### config.mk
export PLATFORM = sky130hd
export DESIGN_NAME = ppu_ram_responder
export DESIGN_NICKNAME = d
export VERILOG_FILES = /design/src/rtl/ppu_ram_responder_pkg.sv /design/src/rtl/ppu_ram_resp_fifo.sv /design/src/rtl/ppu_ram_responder.sv
export SDC_FILE = /design/constraint.sdc
export NUM_CORES = 1
export LEC_CHECK = 0
export ABC_AREA = 1
export ABC_CLOCK_PERIOD_IN_PS = 1500
export CORE_MARGIN = 2
export CORE_UTILIZATION = 50
export DETAILED_ROUTE_END_ITERATION = 6
export GPL_ROUTABILITY_DRIVEN = 0
export PLACE_DENSITY_LB_ADDON = 0.3
export SYNTH_ARGS = -nofsm -noshare
export SYNTH_HDL_FRONTEND = slang
export SYNTH_SLANG_ARGS = --single-unit
### constraint.sdc
create_clock -name clk -period 1.5 [get_ports clk]
set_input_delay 0.225 -clock clk [delete_from_list [all_inputs] [get_ports clk]]
set_output_delay 0.225 -clock clk [all_outputs]
set_load 0.1 [all_outputs]
### src/rtl/ppu_ram_responder_pkg.sv
// Frame constants shared by the PPU and its RAM responder. The request FSM
// state type and small sizing helpers live here as well.
package ppu_ram_responder_pkg;

    // Bit of addr_pins that marks a start cycle while idle.
    localparam int START_BIT        = 0;
    // A response word leaves as this many nibbles.
    localparam int NIBBLES_PER_WORD = 4;
    // Shortest start-to-first-nibble latency the pipeline can honour.
    localparam int MIN_RESP_DELAY   = 7;
    // Width of a backing RAM word.
    localparam int WORD_BITS        = 16;
    // Width of the per-entry response countdown.
    localparam int CD_BITS          = 4;

    typedef enum logic {
        ST_IDLE = 1'b0,
        ST_ADDR = 1'b1
    } req_state_t;

    // Number of nibbles needed to carry 'bits' address bits over 'pins' pins.
    function automatic int nibbles_for(input int bits, input int pins);
        return (bits + pins - 1) / pins;
    endfunction

endpackage

### src/rtl/ppu_ram_resp_fifo.sv
// Two-entry response FIFO. Each entry holds a RAM word and a countdown that
// ages by one every cycle until it reaches 1, the value at which the entry
// is due on the data pins. Entry 0 is always the head.
module ppu_ram_resp_fifo
    import ppu_ram_responder_pkg::*;
#(
    parameter int DATA_W = WORD_BITS,
    parameter int CD_W   = CD_BITS
) (
    input  logic              clk,
    input  logic              rst_n,
    input  logic              i_push,
    input  logic [DATA_W-1:0] i_push_data,
    input  logic [CD_W-1:0]   i_push_cd,
    input  logic              i_pop,
    output logic [DATA_W-1:0] o_head_data,
    output logic [CD_W-1:0]   o_head_cd,
    output logic              o_full,
    output logic              o_empty
);

    logic [1:0][DATA_W-1:0] r_data;
    logic [1:0][CD_W-1:0]   r_cd;
    logic [1:0]             r_valid;

    logic [1:0][DATA_W-1:0] w_data_n;
    logic [1:0][CD_W-1:0]   w_cd_n;
    logic [1:0][CD_W-1:0]   w_aged;
    logic [1:0]             w_valid_n;
    logic                   w_do_pop;
    logic                   w_do_push;

    // Next contents: age every countdown, shift on pop, then place a push in
    // the first free slot. A push into a full FIFO with no pop is dropped.
    always_comb begin
        for (int i = 0; i < 2; i++) begin
            w_aged[i] = (r_cd[i] > CD_W'(1)) ? r_cd[i] - CD_W'(1) : r_cd[i];
        end
        w_data_n  = r_data;
        w_cd_n    = w_aged;
        w_valid_n = r_valid;
        w_do_pop  = i_pop && r_valid[0];
        w_do_push = i_push && (!r_valid[1] || w_do_pop);
        if (w_do_pop) begin
            w_data_n[0] = r_data[1];
            w_cd_n[0]   = w_aged[1];
            w_valid_n   = {1'b0, r_valid[1]};
        end
        if (w_do_push) begin
            if (!w_valid_n[0]) begin
                w_data_n[0]  = i_push_data;
                w_cd_n[0]    = i_push_cd;
                w_valid_n[0] = 1'b1;
            end else begin
                w_data_n[1]  = i_push_data;
                w_cd_n[1]    = i_push_cd;
                w_valid_n[1] = 1'b1;
            end
        end
    end

    // Storage registers; reset empties the FIFO.
    always_ff @(posedge clk or negedge rst_n) begin
        if (!rst_n) begin
            r_data  <= '0;
            r_cd    <= '0;
            r_valid <= '0;
        end else begin
            r_data  <= w_data_n;
            r_cd    <= w_cd_n;
            r_valid <= w_valid_n;
        end
    end

    assign o_head_data = r_data[0];
    assign o_head_cd   = r_cd[0];
    assign o_full      = r_valid[1];
    assign o_empty     = !r_valid[0];

endmodule

### src/rtl/ppu_ram_responder.sv
// PPU RAM responder. A start cycle (addr_pins[START_BIT]=1 while idle) is
// followed by the address nibbles, MSB first. Five cycles after the start
// the word address is presented to the synchronous RAM with a one-cycle
// read strobe; the returned word is queued and replayed on data_pins LSB
// nibble first, RESP_DELAY cycles after the start.
//
// Handshake: there is no back-pressure. A frame is accepted whenever en is
// high, mem_re is a single-cycle strobe, and mem_rdata is taken exactly one
// cycle after it. dbg_state is 1 while the request FSM is collecting
// address nibbles.
module ppu_ram_responder
    import ppu_ram_responder_pkg::*;
#(
    parameter int RAM_PINS   = 4,
    parameter int ADDR_BITS  = 16,
    parameter int RESP_DELAY = 7
) (
    input  logic                 clk,
    input  logic                 rst_n,
    input  logic                 en,
    input  logic [RAM_PINS-1:0]  addr_pins,
    output logic [RAM_PINS-1:0]  data_pins,
    output logic [ADDR_BITS-1:0] mem_addr,
    output logic                 mem_re,
    input  logic [WORD_BITS-1:0] mem_rdata,
    output logic                 dbg_state
);

    localparam int NIB   = nibbles_for(ADDR_BITS, RAM_PINS);
    localparam int SHW   = NIB * RAM_PINS;
    localparam int CNT_W = (NIB > 1) ? $clog2(NIB) : 1;
    localparam int SERW  = WORD_BITS - RAM_PINS;
    localparam int SL_W  = $clog2(NIBBLES_PER_WORD);
    localparam logic [CNT_W-1:0]   LAST_NIB = CNT_W'(NIB - 1);
    localparam logic [SL_W-1:0]    SER_LAST = SL_W'(NIBBLES_PER_WORD - 1);
    // The word is captured MIN_RESP_DELAY-1 cycles after the start, so the
    // remaining wait until its first nibble is RESP_DELAY-(MIN_RESP_DELAY-1).
    localparam logic [CD_BITS-1:0] CD_INIT  = CD_BITS'(RESP_DELAY - MIN_RESP_DELAY + 1);

    req_state_t r_state;
    req_state_t w_state_next;
    logic                 w_shift_en;
    logic                 w_frame_done;

    logic [CNT_W-1:0]     r_nib_cnt;
    logic [SHW-RAM_PINS-1:0] r_shift;
    logic [SHW-1:0]       w_assembled;
    logic [ADDR_BITS-1:0] r_mem_addr;
    logic                 r_mem_re;
    logic                 r_rd_pend;

    logic [WORD_BITS-1:0] w_head_data;
    logic [CD_BITS-1:0]   w_head_cd;
    logic                 w_fifo_full;
    logic                 w_fifo_empty;
    logic                 w_pop;

    logic [SERW-1:0]      r_ser_word;
    logic [SL_W-1:0]      r_ser_left;
    logic [RAM_PINS-1:0]  w_data_nib;
    logic                 r_push_dropped;

    // Request FSM state register.
    always_ff @(posedge clk or negedge rst_n) begin
        if (!rst_n) r_state <= ST_IDLE;
        else        r_state <= w_state_next;
    end

    // Request FSM next state: start bit opens a frame, en low or the last
    // nibble closes it. Nibble values inside a frame never restart it.
    always_comb begin
        w_state_next = r_state;
        case (r_state)
            ST_IDLE: if (en && addr_pins[START_BIT]) w_state_next = ST_ADDR;
            ST_ADDR: if (!en || r_nib_cnt == LAST_NIB) w_state_next = ST_IDLE;
            default: w_state_next = ST_IDLE;
        endcase
    end

    // Request FSM outputs: shift a nibble each enabled ADDR cycle and flag
    // the cycle carrying the final nibble.
    always_comb begin
        w_shift_en   = 1'b0;
        w_frame_done = 1'b0;
        if (r_state == ST_ADDR && en) begin
            w_shift_en   = 1'b1;
            w_frame_done = (r_nib_cnt == LAST_NIB);
        end
    end

    assign w_assembled = {r_shift, addr_pins};

    // Address assembly, RAM strobe and the one-cycle RAM latency tracker.
    // Excess high address bits fall off the top of the assembled word.
    always_ff @(posedge clk or negedge rst_n) begin
        if (!rst_n) begin
            r_nib_cnt  <= '0;
            r_shift    <= '0;
            r_mem_addr <= '0;
            r_mem_re   <= 1'b0;
            r_rd_pend  <= 1'b0;
        end else begin
            r_mem_re  <= w_frame_done;
            r_rd_pend <= r_mem_re;
            if (w_frame_done) r_mem_addr <= w_assembled[ADDR_BITS-1:0];
            if (w_shift_en) begin
                r_shift   <= w_assembled[SHW-RAM_PINS-1:0];
                r_nib_cnt <= w_frame_done ? '0 : r_nib_cnt + CNT_W'(1);
            end else begin
                r_nib_cnt <= '0;
            end
        end
    end

    ppu_ram_resp_fifo #(
        .DATA_W (WORD_BITS),
        .CD_W   (CD_BITS)
    ) u_fifo (
        .clk         (clk),
        .rst_n       (rst_n),
        .i_push      (r_rd_pend),
        .i_push_data (mem_rdata),
        .i_push_cd   (CD_INIT),
        .i_pop       (w_pop),
        .o_head_data (w_head_data),
        .o_head_cd   (w_head_cd),
        .o_full      (w_fifo_full),
        .o_empty     (w_fifo_empty)
    );

    // The head word is due when its countdown reaches 1; it emits its first
    // nibble that cycle and the serializer carries the remaining three.
    assign w_pop = !w_fifo_empty && (w_head_cd == CD_BITS'(1)) && (r_ser_left == '0);

    // Response serializer: holds the upper nibbles of the word in flight.
    always_ff @(posedge clk or negedge rst_n) begin
        if (!rst_n) begin
            r_ser_word <= '0;
            r_ser_left <= '0;
        end else if (w_pop) begin
            r_ser_word <= w_head_data[WORD_BITS-1:RAM_PINS];
            r_ser_left <= SER_LAST;
        end else if (r_ser_left != '0) begin
            r_ser_word <= {{RAM_PINS{1'b0}}, r_ser_word[SERW-1:RAM_PINS]};
            r_ser_left <= r_ser_left - SL_W'(1);
        end
    end

    // Data pin mux; driven only from flops, zero when nothing is scheduled.
    always_comb begin
        w_data_nib = '0;
        if (r_ser_left != '0) w_data_nib = r_ser_word[RAM_PINS-1:0];
        else if (w_pop)       w_data_nib = w_head_data[RAM_PINS-1:0];
    end

    // Sticky record of a response lost to a full FIFO (out-of-range delay).
    always_ff @(posedge clk or negedge rst_n) begin
        if (!rst_n) r_push_dropped <= 1'b0;
        else        r_push_dropped <= r_push_dropped | (r_rd_pend && w_fifo_full && !w_pop);
    end

    a_no_push_drop: assert property (@(posedge clk) disable iff (!rst_n) !r_push_dropped);

    assign data_pins = w_data_nib;
    assign mem_addr  = r_mem_addr;
    assign mem_re    = r_mem_re;
    assign dbg_state = (r_state == ST_ADDR);

endmodule

# After elaboration in Yosys (flattened, before gate mapping)
# Cells that the tools add are included.
# op_classes
mux	25
bitwise	1
reduce_logical	14
n_addsub	4
n_eq_ne	2
magnitude_cmp	2
# op_table
operator	n
two-way mux 16 bit	3
two-way mux 4 bit	7
two-way mux 12 bit	2
two-way mux 2 bit	6
> comparator 4 x 1 -> 1 bit (second input constant)	2
two-way mux 8 bit	1
subtractor 4 x 1 -> 4 bit (second input constant)	2
logical AND 1 bit	6
two-way mux 1 bit	5
== test 4 x 1 -> 1 bit (second input constant)	1
nonzero test 2 bit	2
adder 2 x 1 -> 2 bit (second input constant)	1
== test 2 bit (second input constant)	1
logical NOT 1 bit	2
logical NOT 2 bit	1
logical OR 1 bit	2
one-hot mux 1 bit (2 select lines)	1
AND reduction 2 bit	1
subtractor 2 x 1 -> 2 bit (second input constant)	1
inverter 1 bit	1
# totals
wordCells	61
inputBits	23
reg_bits	89

# Longest topological paths before layout
# depth
depth_word	7
ltp_mapped	11

# Cells and area by module
# Synthesis repeated with hierarchy kept, for this count alone.
# hier_totals
cells_unflattened	506
hier_area_um2	4256.6
# modules_own_cells
mod	cells_each	instances	seq_area_each_um2	area_each_um2
ppu_ram_resp_fifo	286	1	1051.0	2214.6
ppu_ram_responder	220	1	1176.1	2042.0

# Worst setup path after synthesis
# No wires, ideal clock.
# synth_timing
path_type	reg2out
startpoint	register u_fifo.r_cd (netlist bit u_fifo.o_head_cd[1])
endpoint	output port data_pins[0]
stages_incl_launch_ff	8
arrival_ns	3.186
n_path_buf	1
required_ns	1.275
slack_ns	-1.911
cell_sequence	dfrtp_1 -> inv_1 -> ha_1 -> nand2_1 -> inv_1 -> nand3_4 -> clkbuf_1 -> o21ai_0
# synth_via
elab_chain_cells	5
# synth_lines
item	line	rtl
from (decl)	ppu_ram_resp_fifo.sv:23	logic [1:0][CD_W-1:0] r_cd;
from (signal assigned)	ppu_ram_resp_fifo.sv:70	r_cd <= w_cd_n;
== test 4 x 1 -> 1 bit	ppu_ram_responder.sv:133	assign w_pop = !w_fifo_empty && (w_head_cd == CD_BITS'(1)) && (r_ser_left == '0);
logical AND 1 bit (2 in a row)	ppu_ram_responder.sv:133	
two-way mux 4 bit	ppu_ram_responder.sv:153	else if (w_pop) w_data_nib = w_head_data[RAM_PINS-1:0];
two-way mux 4 bit	ppu_ram_responder.sv:152	if (r_ser_left != '0) w_data_nib = r_ser_word[RAM_PINS-1:0];
to (decl)	ppu_ram_responder.sv:22	output logic [RAM_PINS-1:0] data_pins,
# Every way passes these cells.

# Final worst setup path
# layout_timing
startpoint	register u_fifo.r_cd (netlist bit u_fifo.o_head_cd[1])
endpoint	output port data_pins[2]
# Same word-level chain as after synthesis.

==> results.md <==
- The capturing element type of the critical path is an output pin.
- The number of nets in the synthesized netlist is 495.
- Sorting the synthesized cells by area gives the leading types as sky130_fd_sc_hd__dfrtp_1, sky130_fd_sc_hd__nand2_1, sky130_fd_sc_hd__nand3_1.
- For the worst setup path, the data arrival time is 1.66 ns.
- The largest total area in the synthesized netlist belongs to sky130_fd_sc_hd__dfrtp_1.
- STA classifies the critical path startpoint as a flop.
- The number of instances in the synthesized netlist is 466.
- The warning count from the yosys run is 0.
- Dividing the detail-routed wire length by the instance count gives 15.8 um.
- Counting every sink on the clock net gives 89.
- In the synthesized netlist the dominant register cell turns out to be sky130_fd_sc_hd__dfrtp_1.
- The routed wire length is 10500 um.
- The critical path required time is 1.27 ns.
- The horizontal extent of the die is 92.7 um.
- The initial antenna violation count is 0.
- Dividing total power by cell area gives a power density of 1250 nW/um2.
- The first-pass GRT wire length is 16900 um.
- The worst hold slack across all endpoints is 0.335 ns.
- The number of global-route vias before repair is 3611.
- The total power consumption of the routed design is 7.11 mW.
- In the final design database the tool counted 588 nets.
- The insertion delay to the later sink of the worst-skew pair is 0.36 ns.
- The min-delay analysis places its worst path in the category in2async.
- The highest metal layer carrying signal wires in the routed design is met4.
- Yosys mapped a number of flops with a built-in enable equal to 0.
- Of the synthesized area, sequential elements account for 0.567.
- The tool flagged a number of max-cap violations equal to 0.
- After global routing the overflow that remains totals 0.
- The smallest clock period supported by the final layout is computed as 1.88 ns.
- The fraction of post-synthesis cell area in the top cell type by area is 0.567.
- The critical setup path kind is reg2out.
- The detailed placer's ending HPWL is 6300 um.
- The area of placed instances is 5000 um2.
- The hold violation total from the final report is 0.
- The DRC marker count from the first detailed-route iteration is 247.
- The final-report setup violation count is 48.
- The final reports fail on setup timing.
- The final clock skew is 0.0137 ns.
- The DRC violations left is 0.
- In this run the deepest clock path goes through 2 buffers.
- At the pin with the least slew margin, the transition time is 0.383 ns.
- Across the VDD grid, the largest voltage drop is 0.000763 V.
- The normalized max-slew margin is 0.745.
- The number of buffers created by CTS is 9.
- The post-layout worst setup margin is -0.385 ns.
- The die covers 8590 um2.
- The core region is 7690 um2.
- The pin count of the biggest net entering global routing is 36.
- The height of the chip is 92.7 um.
- The finished layout holds 666 standard cells, fillers aside.
- Counting flops and latches in the post-synthesis netlist gives 89.
- The static leakage power is 2.72 nW.
- The maximum net fanout on the critical path is 4.
- The count of antenna diodes in the layout is 0.
- After synthesis the cells add up to 3930 um2.
- The upper clock frequency limit is 531 MHz.
- OpenSTA, run right after detailed placement, puts the worst setup slack at -0.174 ns.
- sky130_fd_sc_hd__nand2_1 is the most common cell in the netlist.
- The number of pins with negative max-slew slack in the final report is 0.
- The port buffer count is 44.
- For this design the top-level I/O count stands at 45.
- The share of flip-flops with an asynchronous set or reset is 1.00.
- Fill cells in the final layout number 517.
- Compared with the post-synthesis result, the final layout area differs by 44.8%.
- The detailed-routing iteration count for the pre-antenna-repair pass is 5.
- The count of distinct cell types in the synthesized netlist is 21.
- The detailed router put a total of 4000 um of wire on met1.
- For this run, the total global-route usage over all layers was measured as 0.251.
- The wire length on met2 is 5360 um.
- The vias after detailed routing is 3614.
- After clock tree synthesis, the clock-pin slew on the worst setup and hold paths is 0.08 ns.
- In this run the core area contains 32 standard-cell rows.
- The run finished, with violations left.
- The fraction of final layout cells sized beyond drive strength 1 is 0.234.
- In the finished design, the share of the clock period the worst path needs comes to 1.26.
- For this configuration, the core starts out at a cell density of 0.511.
- The end-of-flow core utilization is 0.741.
- Each instance of the synthesized netlist takes up on average 8.44 um2.
- The H-tree generated during clock tree synthesis spans 3 levels.
- Summed over all failing endpoints, the final setup total negative slack is -13.02 ns.
- Once detail routing completed, the nets flagged for antenna violations numbered 0.
- In this run, placement finished with an instance count of 630.
- Setup repair after global routing could not meet its margin everywhere.
- After routing the design area is 5690 um2.
- The met3 wirelength from detailed routing is 840 um.
- The post-detailed-route via-to-cell ratio is 5.43.
- TritonCTS built the clock tree.
- The commonest cells after synthesis are sky130_fd_sc_hd__nand2_1, sky130_fd_sc_hd__dfrtp_1, sky130_fd_sc_hd__inv_1.
- In this run the clock root is driven by a sky130_fd_sc_hd__clkbuf_8.
-- cells in the final DEF, fill, tap and decap left out, types with 3 or more instances in the layout --
cell type | synthesis | layout
sky130_fd_sc_hd__buf_12 | 0 | 27
sky130_fd_sc_hd__buf_4 | 1 | 33
sky130_fd_sc_hd__o22ai_4 | 0 | 3
sky130_fd_sc_hd__a21oi_1 | 3 | 3
sky130_fd_sc_hd__o21ai_0 | 38 | 37
sky130_fd_sc_hd__clkdlybuf4s50_1 | 0 | 21
sky130_fd_sc_hd__nand2_8 | 0 | 4
sky130_fd_sc_hd__buf_6 | 0 | 10
sky130_fd_sc_hd__clkbuf_8 | 0 | 9
sky130_fd_sc_hd__inv_2 | 0 | 4
sky130_fd_sc_hd__nand2_4 | 0 | 4
sky130_fd_sc_hd__inv_1 | 50 | 46
sky130_fd_sc_hd__nor2_1 | 11 | 10
sky130_fd_sc_hd__ha_1 | 6 | 4
sky130_fd_sc_hd__nand2_1 | 178 | 171
sky130_fd_sc_hd__bufinv_16 | 0 | 3
sky130_fd_sc_hd__nand2_2 | 4 | 6
sky130_fd_sc_hd__o221ai_2 | 0 | 4
sky130_fd_sc_hd__nand3_1 | 46 | 45
sky130_fd_sc_hd__o22ai_2 | 0 | 3
sky130_fd_sc_hd__nor2_4 | 2 | 3
sky130_fd_sc_hd__dfrtp_1 | 89 | 88
-- path summary, 6_finish.rpt --
check / startpoint / end / cells past startpoint / slack, ns
max reg2reg: u_fifo.o_head_cd[1]$_DFF_PN0_ / u_fifo.r_data[30]$_DFFE_PN0P_ / 11 / -0.35
min reg2reg: mem_re$_DFF_PN0_ / r_rd_pend$_DFF_PN0_ / 0 / 0.44
min: rst_n / u_fifo.o_head_data[8]$_DFF_PN0_ / 2 / 0.33
max in group asynchronous: rst_n / mem_addr[6]$_DFFE_PN0P_ / 3 / 0.65
max: u_fifo.o_head_cd[1]$_DFF_PN0_ / data_pins[2] / 8 / -0.38
min in group clk: addr_pins[1] / mem_addr[1]$_DFFE_PN0P_ / 3 / 0.43
-- power breakdown --
| part | total (mW) | internal [mW] | switching [mW] |
|---|---|---|---|
| clock | 2.00 | 1.11 | 0.887 |
| combinational | 2.16 | 0.903 | 1.26 |
| sequential | 2.95 | 2.72 | 0.227 |
-- routing by layer --
layer	track usage	vias to the layer above
met3	0.0610	33
li1	-	1673
met1	0.306	1725
met5	0	-
met4	0.113	0
met2	0.425	183
-- flip-flops by register name (all words and copies together), names as in the netlist --
signal              cells
mem_addr               16
u_fifo.o_head_data     16
u_fifo.r_data          16
r_ser_word             12
r_shift                12
u_fifo.o_head_cd        4
u_fifo.r_cd             4
r_nib_cnt               2
r_ser_left              2
u_fifo.r_valid          2
dbg_state               1
mem_re                  1
r_rd_pend               1
-- area by class of cell --
cell class              count  area (um2)  share of cell area
repair buffers             97        1220               0.215
clock buffers              10         128              0.0224
inverters                  52         198              0.0347
flip-flops and latches     89        2230               0.392
clock inverters             6         114              0.0200
well taps                 102         128              0.0224
multi-input cells         310        1670               0.294
-- cell families (layout without fill, tap and decap cells) --
| group | Yosys count | in the layout | share of synthesized area |
|---|---|---|---|
| buffers and inverters | 70 | 165 | 0.0710 |
| and+or+nand+nor | 245 | 248 | 0.260 |
| adders and majority gates | 6 | 6 | 0.0191 |
| AOI/OAI and AO/OA | 56 | 56 | 0.0831 |
| DFF | 89 | 89 | 0.567 |
-- timing repair --
| item | 4_1_cts | 5_1_grt |
|---|---|---|
| cloned | 6 | 1 |
| setup endpoints to repair | 51 | 54 |
| gates resized for setup | 35 | 18 |
| setup buffers | 9 | 4 |
| hold buffers | 1 | 0 |
| pin swaps | 5 | 2 |
| hold endpoints to repair | 23 | 0 |
-- critical path, cell delays in order, from the launching register on --
cell and delay, ns:
sky130_fd_sc_hd__dfrtp_1 0.40, sky130_fd_sc_hd__inv_2 0.08, sky130_fd_sc_hd__ha_4 0.13, sky130_fd_sc_hd__nand2_2 0.06, sky130_fd_sc_hd__inv_2 0.08, sky130_fd_sc_hd__nand3_4 0.09, sky130_fd_sc_hd__buf_6 0.15, sky130_fd_sc_hd__o22ai_4 0.12
sky130_fd_sc_hd__buf_12 0.20
Power figures use the tool's default switching activity.
